===== src/rtl/bcd_chain_ctrl_pkg.sv =====
`default_nettype none
// ============================================================================
// Module  : bcd_chain_ctrl_pkg
// Brief   : Shared state encoding, BCD constants and helpers for the counter.
// Revision: 1.0 - initial release
// ============================================================================
package bcd_chain_ctrl_pkg;

  typedef enum logic [1:0] {
    ST_IDLE = 2'b00,
    ST_LOAD = 2'b01,
    ST_RUN  = 2'b10,
    ST_DONE = 2'b11
  } state_t;

  localparam int         DIGITS_DEFAULT = 4;
  localparam logic [3:0] BCD_MAX        = 4'd9;

  // Out-of-range nibbles saturate to the largest legal BCD digit.
  function automatic logic [3:0] clamp_bcd(input logic [3:0] d);
    return (d > BCD_MAX) ? BCD_MAX : d;
  endfunction

endpackage
`default_nettype wire


===== src/rtl/bcd_digit_cell.sv =====
`default_nettype none
// ============================================================================
// Module  : bcd_digit_cell
// Brief   : One registered BCD digit with parallel load, up/down step and
//           zero/nine flags for building carry/borrow chains.
// Revision: 1.0 - initial release
// ============================================================================
module bcd_digit_cell
  import bcd_chain_ctrl_pkg::*;
(
  input  logic       clk,
  input  logic       reset,
  input  logic       load,
  input  logic [3:0] load_val,
  input  logic       step,
  input  logic       dir,
  output logic [3:0] digit,
  output logic       is_zero,
  output logic       is_nine
);

  logic [3:0] digit_q;
  logic [3:0] digit_d;

  // Load wins over step so a clear/shift never races a count.
  always_comb begin
    digit_d = digit_q;
    if (load) begin
      digit_d = load_val;
    end else if (step) begin
      if (dir) begin
        digit_d = (digit_q >= BCD_MAX) ? 4'd0 : digit_q + 4'd1;
      end else begin
        digit_d = (digit_q == 4'd0) ? BCD_MAX : digit_q - 4'd1;
      end
    end
  end

  always_ff @(posedge clk) begin
    if (reset) begin
      digit_q <= 4'd0;
    end else begin
      digit_q <= digit_d;
    end
  end

  assign digit   = digit_q;
  assign is_zero = (digit_q == 4'd0);
  assign is_nine = (digit_q == BCD_MAX);

endmodule
`default_nettype wire


===== src/rtl/bcd_chain_ctrl.sv =====
`default_nettype none
// ============================================================================
// Module  : bcd_chain_ctrl
// Brief   : Cascaded up/down BCD counter with serial digit load, wrap/stop at
//           terminal count and a registered terminal-count pulse.
// Revision: 1.0 - initial release
// ============================================================================
module bcd_chain_ctrl
  import bcd_chain_ctrl_pkg::*;
#(
  parameter int DIGITS = DIGITS_DEFAULT
) (
  input  logic                  clk,
  input  logic                  reset,
  input  logic                  start,
  input  logic                  stop,
  input  logic                  clear,
  input  logic                  up_down,
  input  logic                  wrap_en,
  input  logic                  tick,
  input  logic                  ld_valid,
  input  logic [3:0]            ld_data,
  output logic                  ld_ready,
  output logic [4*DIGITS-1:0]   digits_out,
  output logic                  tc,
  output logic [1:0]            state_out
);

  localparam int             CW   = $clog2(DIGITS + 1);
  localparam logic [CW-1:0]  LAST = CW'(DIGITS - 1);

  state_t          state_q, state_d;
  logic [CW-1:0]   cnt_q, cnt_d;
  logic            tc_q, tc_d;

  logic [DIGITS-1:0] w_zero;
  logic [DIGITS-1:0] w_nine;
  logic [DIGITS-1:0] w_flag;
  logic [DIGITS-1:0] w_chain;
  logic              w_terminal;
  logic              w_shift;
  logic              w_clear;
  logic              w_run_step;

  // Digit i may step only when every lower digit sits at its rollover value.
  always_comb begin
    w_flag     = up_down ? w_nine : w_zero;
    w_chain    = '0;
    w_chain[0] = 1'b1;
    for (int i = 1; i < DIGITS; i++) begin
      w_chain[i] = w_chain[i-1] & w_flag[i-1];
    end
    w_terminal = w_chain[DIGITS-1] & w_flag[DIGITS-1];
  end

  always_comb begin
    state_d    = state_q;
    cnt_d      = cnt_q;
    tc_d       = 1'b0;
    w_shift    = 1'b0;
    w_clear    = 1'b0;
    w_run_step = 1'b0;

    unique case (state_q)
      ST_IDLE: begin
        if (!stop) begin
          if (clear) begin
            w_clear = 1'b1;
          end else if (ld_valid) begin
            w_shift = 1'b1;
          end else if (start) begin
            state_d = ST_RUN;
          end
        end
      end

      ST_LOAD: begin
        if (stop) begin
          state_d = ST_IDLE;
          cnt_d   = '0;
        end else if (clear) begin
          w_clear = 1'b1;
          state_d = ST_IDLE;
          cnt_d   = '0;
        end else if (ld_valid) begin
          w_shift = 1'b1;
        end
      end

      ST_RUN: begin
        if (stop) begin
          state_d = ST_IDLE;
        end else if (tick) begin
          if (w_terminal) begin
            tc_d = 1'b1;
            if (wrap_en) begin
              w_run_step = 1'b1;
            end else begin
              state_d = ST_DONE;
            end
          end else begin
            w_run_step = 1'b1;
          end
        end
      end

      ST_DONE: begin
        if (stop) begin
          state_d = ST_IDLE;
        end else if (clear) begin
          w_clear = 1'b1;
          state_d = ST_IDLE;
        end else if (ld_valid) begin
          state_d = ST_LOAD;
          cnt_d   = '0;
        end
      end

      default: state_d = ST_IDLE;
    endcase

    // The final nibble of a load sequence returns the controller to IDLE.
    if (w_shift) begin
      if (cnt_q == LAST) begin
        cnt_d   = '0;
        state_d = ST_IDLE;
      end else begin
        cnt_d   = cnt_q + CW'(1);
        state_d = ST_LOAD;
      end
    end
  end

  always_ff @(posedge clk) begin
    if (reset) begin
      state_q <= ST_IDLE;
      cnt_q   <= '0;
      tc_q    <= 1'b0;
    end else begin
      state_q <= state_d;
      cnt_q   <= cnt_d;
      tc_q    <= tc_d;
    end
  end

  generate
    for (genvar i = 0; i < DIGITS; i++) begin : g_cell
      logic [3:0] w_shift_val;
      logic [3:0] w_load_val;

      if (i == DIGITS - 1) begin : g_top
        assign w_shift_val = clamp_bcd(ld_data);
      end else begin : g_inner
        assign w_shift_val = digits_out[4*(i+1) +: 4];
      end

      assign w_load_val = w_clear ? 4'd0 : w_shift_val;

      bcd_digit_cell u_cell (
        .clk      (clk),
        .reset    (reset),
        .load     (w_shift | w_clear),
        .load_val (w_load_val),
        .step     (w_run_step & w_chain[i]),
        .dir      (up_down),
        .digit    (digits_out[4*i +: 4]),
        .is_zero  (w_zero[i]),
        .is_nine  (w_nine[i])
      );
    end
  endgenerate

  assign ld_ready  = (state_q == ST_IDLE) || (state_q == ST_LOAD);
  assign tc        = tc_q;
  assign state_out = state_q;

endmodule
`default_nettype wire


===== config.mk =====
export PLATFORM = sky130hd
export DESIGN_NAME = bcd_chain_ctrl
export DESIGN_NICKNAME = d
export VERILOG_FILES = /design/src/rtl/bcd_chain_ctrl_pkg.sv /design/src/rtl/bcd_digit_cell.sv /design/src/rtl/bcd_chain_ctrl.sv
export SDC_FILE = /design/constraint.sdc
export NUM_CORES = 1
export LEC_CHECK = 0
export ABC_AREA = 1
export CAP_MARGIN = 20
export CORE_ASPECT_RATIO = 0.7
export CORE_MARGIN = 2
export CORE_UTILIZATION = 55
export CTS_BUF_LIST = sky130_fd_sc_hd__clkbuf_4
export DETAILED_ROUTE_END_ITERATION = 16
export PLACE_DENSITY = 0.82
export SETUP_SLACK_MARGIN = 0.4
export SLEW_MARGIN = 20
export SYNTH_ARGS = -nofsm -noshare
export SYNTH_HDL_FRONTEND = slang
export SYNTH_SLANG_ARGS = --single-unit

===== constraint.sdc =====
create_clock -name clk -period 2.1 [get_ports clk]
set_input_delay 0.42 -clock clk [delete_from_list [all_inputs] [get_ports clk]]
set_output_delay 0.42 -clock clk [all_outputs]
set_load 0.01 [all_outputs]

# Word level (Yosys, flattened, before mapping)

Cells that the tools add are included.

Input bits: 13
Output and inout port bits: 20
Logic and storage cells: 129
Bits in registers: 22

Equal/unequal tests: 20
$lt $le $gt $ge: 5
Multiplexer cells: 63
Bitwise logic cells: 9
Add/subtract/negate cells: 9
Reductions and logical operators: 16

Operator list:

| kind                                                                  | count |
|---|---|
| 4-bit 2-to-1 mux                                                      | 26 |
| 2-bit 2-to-1 mux                                                      | 14 |
| 3-bit 2-to-1 mux                                                      | 7 |
| 3-bit != test, second input constant                                  | 7 |
| 4-bit by 1-bit adder with 4-bit output, second input constant         | 4 |
| 4-bit equality test, second input constant                            | 4 |
| 4-bit greater-or-equal comparator, second input constant              | 4 |
| 4-bit zero test                                                       | 4 |
| 4-bit != test, second input constant                                  | 4 |
| 4-bit by 1-bit subtractor with 4-bit output, second input constant    | 4 |
| 1-bit 2-to-1 mux                                                      | 14 |
| 9-bit AND reduction                                                   | 1 |
| 2-bit one-hot mux with 4 select lines                                 | 1 |
| 2-bit nonzero test                                                    | 4 |
| 1-bit bitwise AND                                                     | 6 |
| 3-bit one-hot mux with 2 select lines                                 | 1 |
| 5-bit != test, second input constant                                  | 1 |
| 5-bit AND reduction                                                   | 1 |
| 2-bit equality test, second input constant                            | 2 |
| 4-bit greater-than comparator, second input constant                  | 1 |
| 4-bit OR reduction                                                    | 1 |
| 3-bit by 1-bit adder with 3-bit output, second input constant         | 1 |
| 3-bit by 2-bit equality test with 1-bit output, second input constant | 1 |
| 3-bit nonzero test                                                    | 1 |
| other kinds (7)                                                       | 8 |

# Longest topological paths before layout

Gate-level depths: netlist of the first run.

Depth in word-level cells: 12
Gate-level depth with buffers: 14
Mapped depth without buffers: 14

# Hierarchy

From an unflattened synthesis of the first run, not the netlist that was laid out.

Cell total of the unflattened synthesis: 389
Area, all modules: 2,342.2 um^2

Modules (own cells, without submodules):

| module                                 | instances | sequential area each (um^2) | cells an instance | area each (um^2) |
|---|---|---|---|---|
| bcd_digit_cell at g_cell[0].u_cell ... | 3         | 80.1                        | 69                | 421.7 |
| bcd_chain_ctrl                         | 1         | 120.1                       | 118               | 645.6 |
| bcd_digit_cell at g_cell[1].u_cell     | 1         | 80.1                        | 64                | 431.7 |

# Least setup slack after synthesis of the first run

Ideal clock, no wire load.

Path type: flip-flop to flip-flop
Start point: reg g_cell[2].u_cell.digit_q[0]
End point: reg g_cell[0].u_cell.digit_q[3]
Path slack: 425 ps
Data arrival time: 1,559 ps
Required time: 1,984 ps
Stages on the path, launching flop included: 12
Clock period less this slack: 1,675 ps
Cells stage by stage: dfxtp_1 -> inv_1 -> ha_1 -> nand3_1 -> nand2_1 -> nand2_1 -> nor2_4 -> nand3_4 -> nand2_2 -> nand2_4 -> o21ai_0 -> nor2_1

Word-level cells in the longest chain between the ends: 9
Elaborated cells on any way between the ends: 10

RTL lines:

| element                                                | line                                       | RTL |
|---|---|---|
| from (decl)                                            | bcd_digit_cell.sv:22                       | `logic [3:0] digit_q;` |
| from (signal assigned)                                 | bcd_digit_cell.sv:43                       | `digit_q <= digit_d;` |
| 4-bit equality test or 4-bit zero test (tied branches) | bcd_digit_cell.sv:49, bcd_digit_cell.sv:48 |  |
| 4-bit 2-to-1 mux (*)                                   | bcd_chain_ctrl.sv:47                       | `w_flag = up_down ? w_nine : w_zero;` |
| 1-bit bitwise AND (*)                                  | bcd_chain_ctrl.sv:51                       | `w_chain[i] = w_chain[i-1] & w_flag[i-1];` |
| 1-bit bitwise AND (*)                                  | bcd_chain_ctrl.sv:53                       | `w_terminal = w_chain[DIGITS-1] & w_flag[DIGITS-1];` |
| 1-bit 2-to-1 mux (*)                                   | bcd_chain_ctrl.sv:94                       | `if (w_terminal) begin` |
| 1-bit 2-to-1 mux (*)                                   | bcd_chain_ctrl.sv:93                       | `end else if (tick) begin` |
| 1-bit 2-to-1 mux (*)                                   | bcd_chain_ctrl.sv:91                       | `if (stop) begin` |
| 1-bit 2-to-1 mux (*)                                   | bcd_chain_ctrl.sv:64                       | `unique case (state_q)` |
| 2-bit nonzero test (no source line) (*)                | -                                          |  |
| to (signal assigned)                                   | bcd_digit_cell.sv:43                       |  |
| to (decl)                                              | bcd_digit_cell.sv:22                       |  |

Mark *: on every way between the ends. The rest lies on a longest branch, timed or not.
A chain may end at the register's enable or synchronous reset.

# Final worst setup path of the first run

Start point: in stop
End point: reg g_cell[1].u_cell.digit_q[1]

Word-level cells in the longest chain between the ends: 4
Elaborated cells on any way between the ends: 11

RTL lines:

| element                                                | line                                       | RTL |
|---|---|---|
| from (decl)                                            | bcd_chain_ctrl.sv:16                       | `input logic stop,` |
| 1-bit 2-to-1 mux (on tied branches)                    | bcd_chain_ctrl.sv:78, bcd_chain_ctrl.sv:91 |  |
| 1-bit 2-to-1 mux (on tied branches)                    | -                                          |  |
| 4-bit 2-to-1 mux, or another cell as far along         | bcd_chain_ctrl.sv:157                      | `assign w_load_val = w_clear ? 4'd0 : w_shift_val;` |
| 4-bit 2-to-1 mux or 2-bit nonzero test (tied branches) | -                                          |  |
| to (signal assigned)                                   | bcd_digit_cell.sv:43                       |  |
| to (decl)                                              | bcd_digit_cell.sv:22                       |  |

Several ways; a longest one is shown, not always the timed one.

==> results.cfg, run 1 <==
[cts]
clkTransAtPathRegs_ns = 0.13
ctsLongestPathBuffers = 2
cts_sinks = 22
cts_inserted_buffers = 3
cts_max_level = 1
cts_root_buf = clkbuf_4
holdBufCountCts = 0
insertion_delay_ns = 0.33
cts_tree = done

[drt]
dr.pass1.iters = 5
drt_iter0_drc = 290
routed_wirelength_mm = 6.45
vias = 2450
ant_nets = 0
drc_errors = 0
via_per_inst = 5.90
wl_per_cell_um = 15.5

[grt]
track_usage_pct = 29.8
grt_pass1_wl_mm = 9.16
grt_antenna_before_repair = 0
grt-ovfl-total = 0
grt_max_degree = 22
grt_pass1_vias = 1960

[worst_setup_path]
required_ns = 2.32
r2r_end = g_cell[3].u_cell.digit[3]
crit_path_end_kind = flip-flop
crit_path_start_kind = primary input
crit_type = in2reg
r2r-start = g_cell[1].u_cell.digit[1]
cp_max_fo = 21
slowest_delay_ns = 0.43
r2r_slack_ns = 0.35
cp_slowest_cell = clkdlybuf4s50_1
reg2reg_depth = 10
crit_top_cell = nor2_1
path_cells = clkdlybuf4s50_1, nor2_1, nand3_1, buf_4, o21ai_0, a31oi_1, a21oi_1, nor2_1
arrival_ns = 2.04

[power_and_ir_drop]
p_leak_nw = 1.46
power_density_nw_per_um2 = 910
worst_ir_drop_vdd_mv = 0.782

[sta]
slew_headroom_pct = 72.5
worstMarginPinSlew_ns = 0.412
setup_viol = 0
period_needed_ns = 1.82
skew_ns = 0.0137
slew_violations = 0
grt_setup_unrepaired = yes
finalHoldViolations = 0
fin_setup_tns_ns = 0
fmax_mhz = 550
final.period_utilization_pct = 86.6

[synthesis]
synthFlopType = dfxtp_1
synth_top_family_by_area = simple AND/OR/NAND/NOR gates
synth_area_per_cell_um2 = 6.34
syn_inst = 307
ys_ff_latch = 22
yosysWarnings = 0
synth_xor_area_share_pct = 3.15
synthArstFlopShare_pct = 0
synth_edf_count = 0
synthDistinctLibCells = 31
synthSimpleGateAreaFrac_pct = 35.3
yosysSeqAreaShare_pct = 22.6
netlist_area_um2 = 1950
synth-compound-area-share_pct = 21.0
synth.net_count = 333
synthMuxAreaShare_pct = 0
synth_fa_ha_area_share_pct = 8.36

[floorplanning]
die_area_um2 = 4040
io_pins = 33
core_area_um2 = 3450
fp-row-count = 18
start_util_pct = 56.5
fp.dieH_um = 53.8
fp.dieW_um = 75.1

[finish]
areaGrowthSynthToFinish_pct = 48.3
final_common_cell = nand2_1
nets = 392
fillers = 224
most-common-layout-cells = nand2_1 (44), nor2_1 (32), o21ai_0 (31), buf_4 (31), nand3_1 (28)
finalInstanceArea_um2 = 2890
n_antenna_cell = 0
multi_input_comb_area_um2 = 1560
final-seq-area_um2 = 485
layout-drive-gt1-share_pct = 30.1

[worst_hold_path]
hold_start = cnt_q[2]
whs_endpoint = cnt_q[2]
hp-class = reg2reg
holdPathStages = 2

[placement]
place.gp.congestion = 0.974
placed_area_um2 = 2430
io_buffers = 32
dp_hpwl_mm = 4.02

[flow_run]
cap_viol_max_count = 0

[status]
status = finished clean
-- flip-flops by register name (all words and copies together) (netlist names) --
name,cells
g_cell.u_cell.digit,16
state_out,2
cnt_q,3
tc,1
-- critical path, delay by kind of cell --
family,cells,cell delay [ns]
AO/OA/AOI/OAI,3,0.55
buffers and inverters,2,0.66
AND/OR/NAND/NOR,3,0.40
-- routing by layer --
metal	track usage [%]	share of wire [%]
met4	8.93	1.8
met1	44.0	44
met3	4.49	8.8
met2	44.7	46
met5	0	0
-- synth_stat cells, drive strengths merged (4+ instances only) --
library cell  number  area [um2]
a21oi             16        80.1
a31oi              5        31.3
buf                5        26.3
clkbuf             6        22.5
dfxtp             22         440
ha                13         163
inv               33         124
nand2             54         215
nand3             47         268
nand4              4        25.0
nor2              36         145
o211ai            12        90.1
o21ai             38         190
xor2               7        61.3
-- where the power goes --
part           total [mW]  internal, mW  switching [mW]
clock network       0.210        0.0698           0.140
registers           0.668         0.539           0.129
logic                1.75         0.764           0.983
total                2.63          1.37            1.25
-- how the worst max path moves through the flow --
stage,start,end,slack [ns],cells after the start
2_1_floorplan,g_cell[2].u_cell.digit[0],g_cell[0].u_cell.digit[3],0.42,11
3_3_place_gp,up_down,g_cell[0].u_cell.digit[3],0.02,11
3_5_place_dp,up_down,g_cell[0].u_cell.digit[2],0.03,11
4_1_cts,g_cell[1].u_cell.digit[0],g_cell[0].u_cell.digit[3],0.36,11
5_1_grt,stop,g_cell[1].u_cell.digit[1],0.23,8
6_report,stop,g_cell[1].u_cell.digit[1],0.28,8
-- cell type report --
class,count,share of cell area [%]
Multi-Input combinational cell,239,54.0
Timing Repair Buffer,65,20.7
Sequential cell,22,16.8
Inverter,35,5.42
Tap cell,50,2.17
Clock buffer,3,0.781
Clock inverter,1,0.130
-- repair_timing --
action                                  in CTS  in global routing
resized for setup                           43                 76
setup buffers                                4                  9
hold endpoints to repair                     0                  0
pin swaps                                    1                 19
endpoints found under the setup margin      37                 32
-- per-stage QoR --
step           util (%)  setup slack [ns]  total power, mW  cells  hold WS (ns)
2_1_floorplan         -             0.425             1.52    307         0.417
3_3_place_gp       70.5            0.0200             2.00    398         0.427
3_5_place_dp       70.5            0.0304             2.01    398         0.430
4_1_cts            74.5             0.362             2.32    406         0.451
5_1_grt            83.7             0.228             2.83    415         0.485
6_report           83.7             0.281             2.63    415         0.450
-- logic make-up after synthesis --
kind of cell | after synthesis
compound gates | 73
simple gates | 146
buf+inv | 46
flops | 22
xor+xnor | 7
fa+ha+maj | 13
Note: power is estimated with default switching activity, not from simulation.
==> inputs of run 2 (changes only) <==
CORE_UTILIZATION = 59   (was 55)
CTS_CLUSTER_SIZE = 24   (was unset)
GPL_TIMING_DRIVEN = 0   (was unset)
PLACE_DENSITY = 0.87   (was 0.82)
clock period = 2.17 ns   (was 2.1 ns; I/O delays follow)
==> run 2 against run 1 <==
Clock-buffer cell count stayed put. Total power shrank 7.0%. Critical path depth rose by 5. Cell count decreased by 4.6%. Combinational power down 10%. Cell area is 6.5% lower. Global-route usage increased by 2.2 points. Sequential share of layout area increased by 1.2 points. Worst setup slack improved by 0.14 ns. Clock power fell by 6%. Sequential power about the same. Largest power group unchanged.
==> results.cfg, run 2 (same netlist as run 1, synthesis figures left out) <==
[flow_run]
cap_viol_max_count = 0

[worst_setup_path]
required_ns = 2.39
reg2reg_depth = 13
crit_type = reg2reg
arrival_ns = 1.97
cp_max_fo = 8
crit_path_start_kind = flip-flop
crit_path_end_kind = flip-flop

[finish]
finalInstanceArea_um2 = 2700
layout-drive-gt1-share_pct = 27.1
areaGrowthSynthToFinish_pct = 38.6
nets = 386
n_antenna_cell = 0
fillers = 184
most-common-layout-cells = nand2_1 (44), nand3_1 (36), nor2_1 (32), o21ai_0 (32), clkdlybuf4s50_1 (29)
largest_register_ffs = 16
final_common_cell = nand2_1

[drt]
ant_nets = 0
via_per_inst = 6.12
vias = 2425
dr.pass1.iters = 6
drc_errors = 0
drt_iter0_drc = 197
routed_wirelength_mm = 6.32
wl_per_cell_um = 16.0

[power_and_ir_drop]
worst_ir_drop_vdd_mv = 0.642
total_power_mw = 2.44
power_density_nw_per_um2 = 905
p_leak_nw = 1.18

[grt]
grt_antenna_before_repair = 0
track_usage_pct = 32.0
grt-ovfl-total = 0
grt_max_degree = 12
grt_pass1_vias = 1998
grt_pass1_wl_mm = 9.30

[sta]
grt_setup_unrepaired = yes
period_needed_ns = 1.75
slew_headroom_pct = 62.0
skew_ns = 0.00228
slew_violations = 0
finalHoldViolations = 0
fmax_mhz = 571
fin_setup_tns_ns = 0
setup_viol = 0
final.period_utilization_pct = 80.7
worstMarginPinSlew_ns = 0.570

[worst_hold_path]
holdPathStages = 2
hp-class = reg2reg

[floorplanning]
start_util_pct = 61.8
fp.dieH_um = 52.0
die_area_um2 = 3780
fp-row-count = 17
io_pins = 33
fp.dieW_um = 72.6
core_area_um2 = 3150

[placement]
io_buffers = 31
dp_hpwl_mm = 4.00
placed_area_um2 = 2300
place.gp.congestion = 0.961

[cts]
clkTransAtPathRegs_ns = 0.12
cts_sinks = 22
cts_root_buf = clkbuf_4
insertion_delay_ns = 0.32
cts_inserted_buffers = 3
cts_tree = done
holdBufCountCts = 0
cts_max_level = 1
ctsLongestPathBuffers = 2

[status]
status = finished clean
[run 2: final cells by class]
cell class	count	area, um2	share of cell area [%]
flip-flops and latches	22	487	18.0
plain buffers	11	55.1	2.04
inverters	35	155	5.75
multi-input cells	239	1490	55.3
well taps	38	47.5	1.76
repair buffers	48	439	16.3
clock buffers	3	22.5	0.835
[run 2: stage by stage]
| stage | utilization [%] | cells | hold WS (ns) | setup WS, ns |
|---|---|---|---|---|
| 6_report | 85.7 | 396 | 0.457 | 0.419 |
| 5_1_grt | 85.7 | 396 | 0.468 | 0.317 |
| 4_1_cts | 76.8 | 381 | 0.453 | 0.397 |
| 3_3_place_gp | 73.2 | 376 | 0.429 | -0.0957 |
| 3_5_place_dp | 73.2 | 376 | 0.432 | -0.134 |
| 2_1_floorplan | - | 307 | 0.417 | 0.495 |
[run 2: routing by layer]
layer / up-vias / global-route usage, % / wire (um)
met5: - / 0 / 0
met3: 24 / 7.17 / 743
met1: 1069 / 46.5 / 2690
li1: 1151 / - / -
met4: 0 / 8.64 / 121
met2: 181 / 47.4 / 2770
[run 2: worst max-delay path, cell delays in order, from the launching register on]
cell and delay [ns]:
dfxtp_4 0.38, inv_4 0.08, ha_4 0.14, nand2_2 0.06, inv_2 0.05, nand2_1 0.07, nand2_2 0.09, nand3_4 0.08
nor2_4 0.15, nand3_4 0.16, nand3_4 0.17, nand3_1 0.09, nand2_1 0.07, nor2_1 0.05
[run 2: repair_timing]
item	CTS	global route
gates cloned	0	0
setup endpoints to repair	29	29
setup buffers	2	15
pin swaps	2	17
resized for setup	34	62
[run 2: where the power goes]
group	switching (mW)	internal, mW
logic	0.888	0.686
clock network	0.131	0.0652
registers	0.148	0.523
total	1.17	1.27
[run 2: worst paths after layout]
| check | end | from | slack, ns |
|---|---|---|---|
| min reg2reg | cnt_q[2] | cnt_q[2] | 0.46 |
| max | g_cell[1].u_cell.digit[2] | g_cell[0].u_cell.digit[1] | 0.42 |
| max reg2reg | g_cell[1].u_cell.digit[2] | g_cell[0].u_cell.digit[1] | 0.42 |
| min | cnt_q[2] | cnt_q[2] | 0.46 |
==> inputs of run 3 (changes only) <==
CORE_UTILIZATION = 50   (was 59)
PLACE_DENSITY = 0.79   (was 0.87)
clock period = 1.51 ns   (was 2.17 ns; I/O delays follow)
==> run 3 against run 2 <==
The flow now finishes with violations (negative setup slack). Sequential power rose by 40%. Cell area up 15%. Clock skew increased by 0.016 ns. Critical path depth is 3 lower. First-iteration DRC count is 85% higher. Die area rose by 17%. Total power is 68% higher. Via count increased by 10%. Worst setup slack worse by 0.71 ns. Core utilization shrank 0.18 points.
==> results.cfg, run 3 (same netlist as run 1, synthesis figures left out) <==
[status]
status = complete, but fails checks
failed_checks = negative setup slack

[sta]
slew_headroom_pct = 61.3
worstMarginPinSlew_ns = 0.581
grt_setup_unrepaired = yes
period_needed_ns = 1.80
final.period_utilization_pct = 119
hold_slack_ns = 0.402
setup_viol = 19
fmax_mhz = 556
finalHoldViolations = 0
setup_ws_ns = -0.287
skew_ns = 0.0182
slew_violations = 0

[power_and_ir_drop]
p_int_mw = 2.15
p_sw_mw = 1.95
power_density_nw_per_um2 = 1320
pwr-share-seq_pct = 23.0
p_clk_share_pct = 7.2
swShare_pct = 47.7
p_leak_nw = 1.40
combPwrFrac_pct = 69.8
worst_ir_drop_vdd_mv = 1.17

[finish]
layout-drive-gt1-share_pct = 42.4
finalInstanceArea_um2 = 3100
final_common_cell = nand2_1
nets = 407
largest_register_ffs = 16
n_antenna_cell = 0
most-common-layout-cells = nand2_1 (40), o21ai_0 (30), buf_6 (30), nor2_1 (29), buf_4 (28)
fillers = 205
areaGrowthSynthToFinish_pct = 59.4

[placement]
io_buffers = 31
place.gp.congestion = 0.922
dp_hpwl_mm = 4.24
placed_area_um2 = 2460

[drt]
ant_nets = 0
wl_per_cell_um = 17.2
dr.pass1.iters = 5
vias = 2668
via_per_inst = 6.20
drc_errors = 0
drt_iter0_drc = 365
routed_wirelength_mm = 7.41

[floorplanning]
io_pins = 33
die_area_um2 = 4410
core_area_um2 = 3630
start_util_pct = 53.7
fp-row-count = 18
fp.dieH_um = 56.2
fp.dieW_um = 78.6

[worst_hold_path]
holdPathStages = 4
hp-class = in2reg

[cts]
clkTransAtPathRegs_ns = 0.14
ctsLongestPathBuffers = 2
cts_inserted_buffers = 3
insertion_delay_ns = 0.33
cts_max_level = 1
cts_tree = done
cts_sinks = 22
cts_root_buf = clkbuf_4

[worst_setup_path]
crit_path_start_kind = flip-flop
required_ns = 1.73
arrival_ns = 2.01
cp_max_fo = 8
crit_type = reg2reg
crit_path_end_kind = flip-flop
reg2reg_depth = 10

[grt]
grt_max_degree = 13
track_usage_pct = 31.1
grt_pass1_wl_mm = 11.0
grt-ovfl-total = 0
grt_pass1_vias = 2339
grt_antenna_before_repair = 0

[flow_run]
cap_viol_max_count = 0
[run 3: cell type report]
cell class / instances / area, um2 / share of cell area, %
buffer: 11 / 67.6 / 2.18
multi-input combinational: 239 / 1630 / 52.6
timing repair buffer: 69 / 656 / 21.1
clock inverter: 1 / 3.75 / 0.121
clock buffer: 3 / 22.5 / 0.726
tap: 50 / 62.6 / 2.02
sequential: 22 / 500 / 16.1
inverter: 35 / 158 / 5.08
[run 3: worst paths after layout]
check | startpoint | endpoint | slack, ns
max | g_cell[1].u_cell.digit[1] | g_cell[3].u_cell.digit[2] | -0.29
min | up_down | tc | 0.40
max reg2reg | g_cell[1].u_cell.digit[1] | g_cell[3].u_cell.digit[2] | -0.29
min reg2reg | cnt_q[2] | cnt_q[2] | 0.49
[run 3: repair_timing]
action                                  CTS  global route
setup buffers                            29             9
resized for setup                       145            38
pin swaps                                18            17
hold endpoints to repair                  0             0
hold buffers                              0             0
cloned                                    0             0
endpoints found under the setup margin   42            42
[run 3: worst max-delay path, stage by stage (launching register included)]
cell     delay (ns)
dfxtp_4        0.39
inv_6          0.08
ha_4           0.17
nand3_2        0.10
nand2_2        0.12
nand3_4        0.09
nor2_4         0.17
buf_4          0.15
nand3_4        0.14
a21oi_1        0.23
nor2_1         0.06
[run 3: routing by layer]
metal  global-route usage [%]  routed length, um  vias up
li1                         -                  -     1193
met1                     42.2               3080     1212
met2                     47.0               3180      216
met3                     7.63                872       47
met4                     12.5                282        0
met5                        0                  0        -
[run 3: power groups by stage]
stage	clock, mW	sequential (mW)	combinational [mW]
after global placement	0	0.959	1.94
after detailed placement	0	0.962	1.97
final	0.297	0.942	2.86
after CTS	0.305	0.916	2.48
after global routing	0.333	0.951	3.07
after floorplan	0	0.975	1.33
[run 3: metrics by stage]
stage / setup WS (ns) / util [%] / TNS [ns] / total power [mW] / std cells
after detailed placement: -0.734 / 67.8 / -11.90 / 2.93 / 388
after CTS: -0.178 / 80.4 / -2.80 / 3.70 / 421
after floorplan: -0.0385 / - / -0.245 / 2.30 / 307
after global routing: -0.343 / 85.5 / -5.39 / 4.35 / 430
after global placement: -0.713 / 67.8 / -11.60 / 2.90 / 388
final: -0.287 / 85.5 / -4.04 / 4.10 / 430
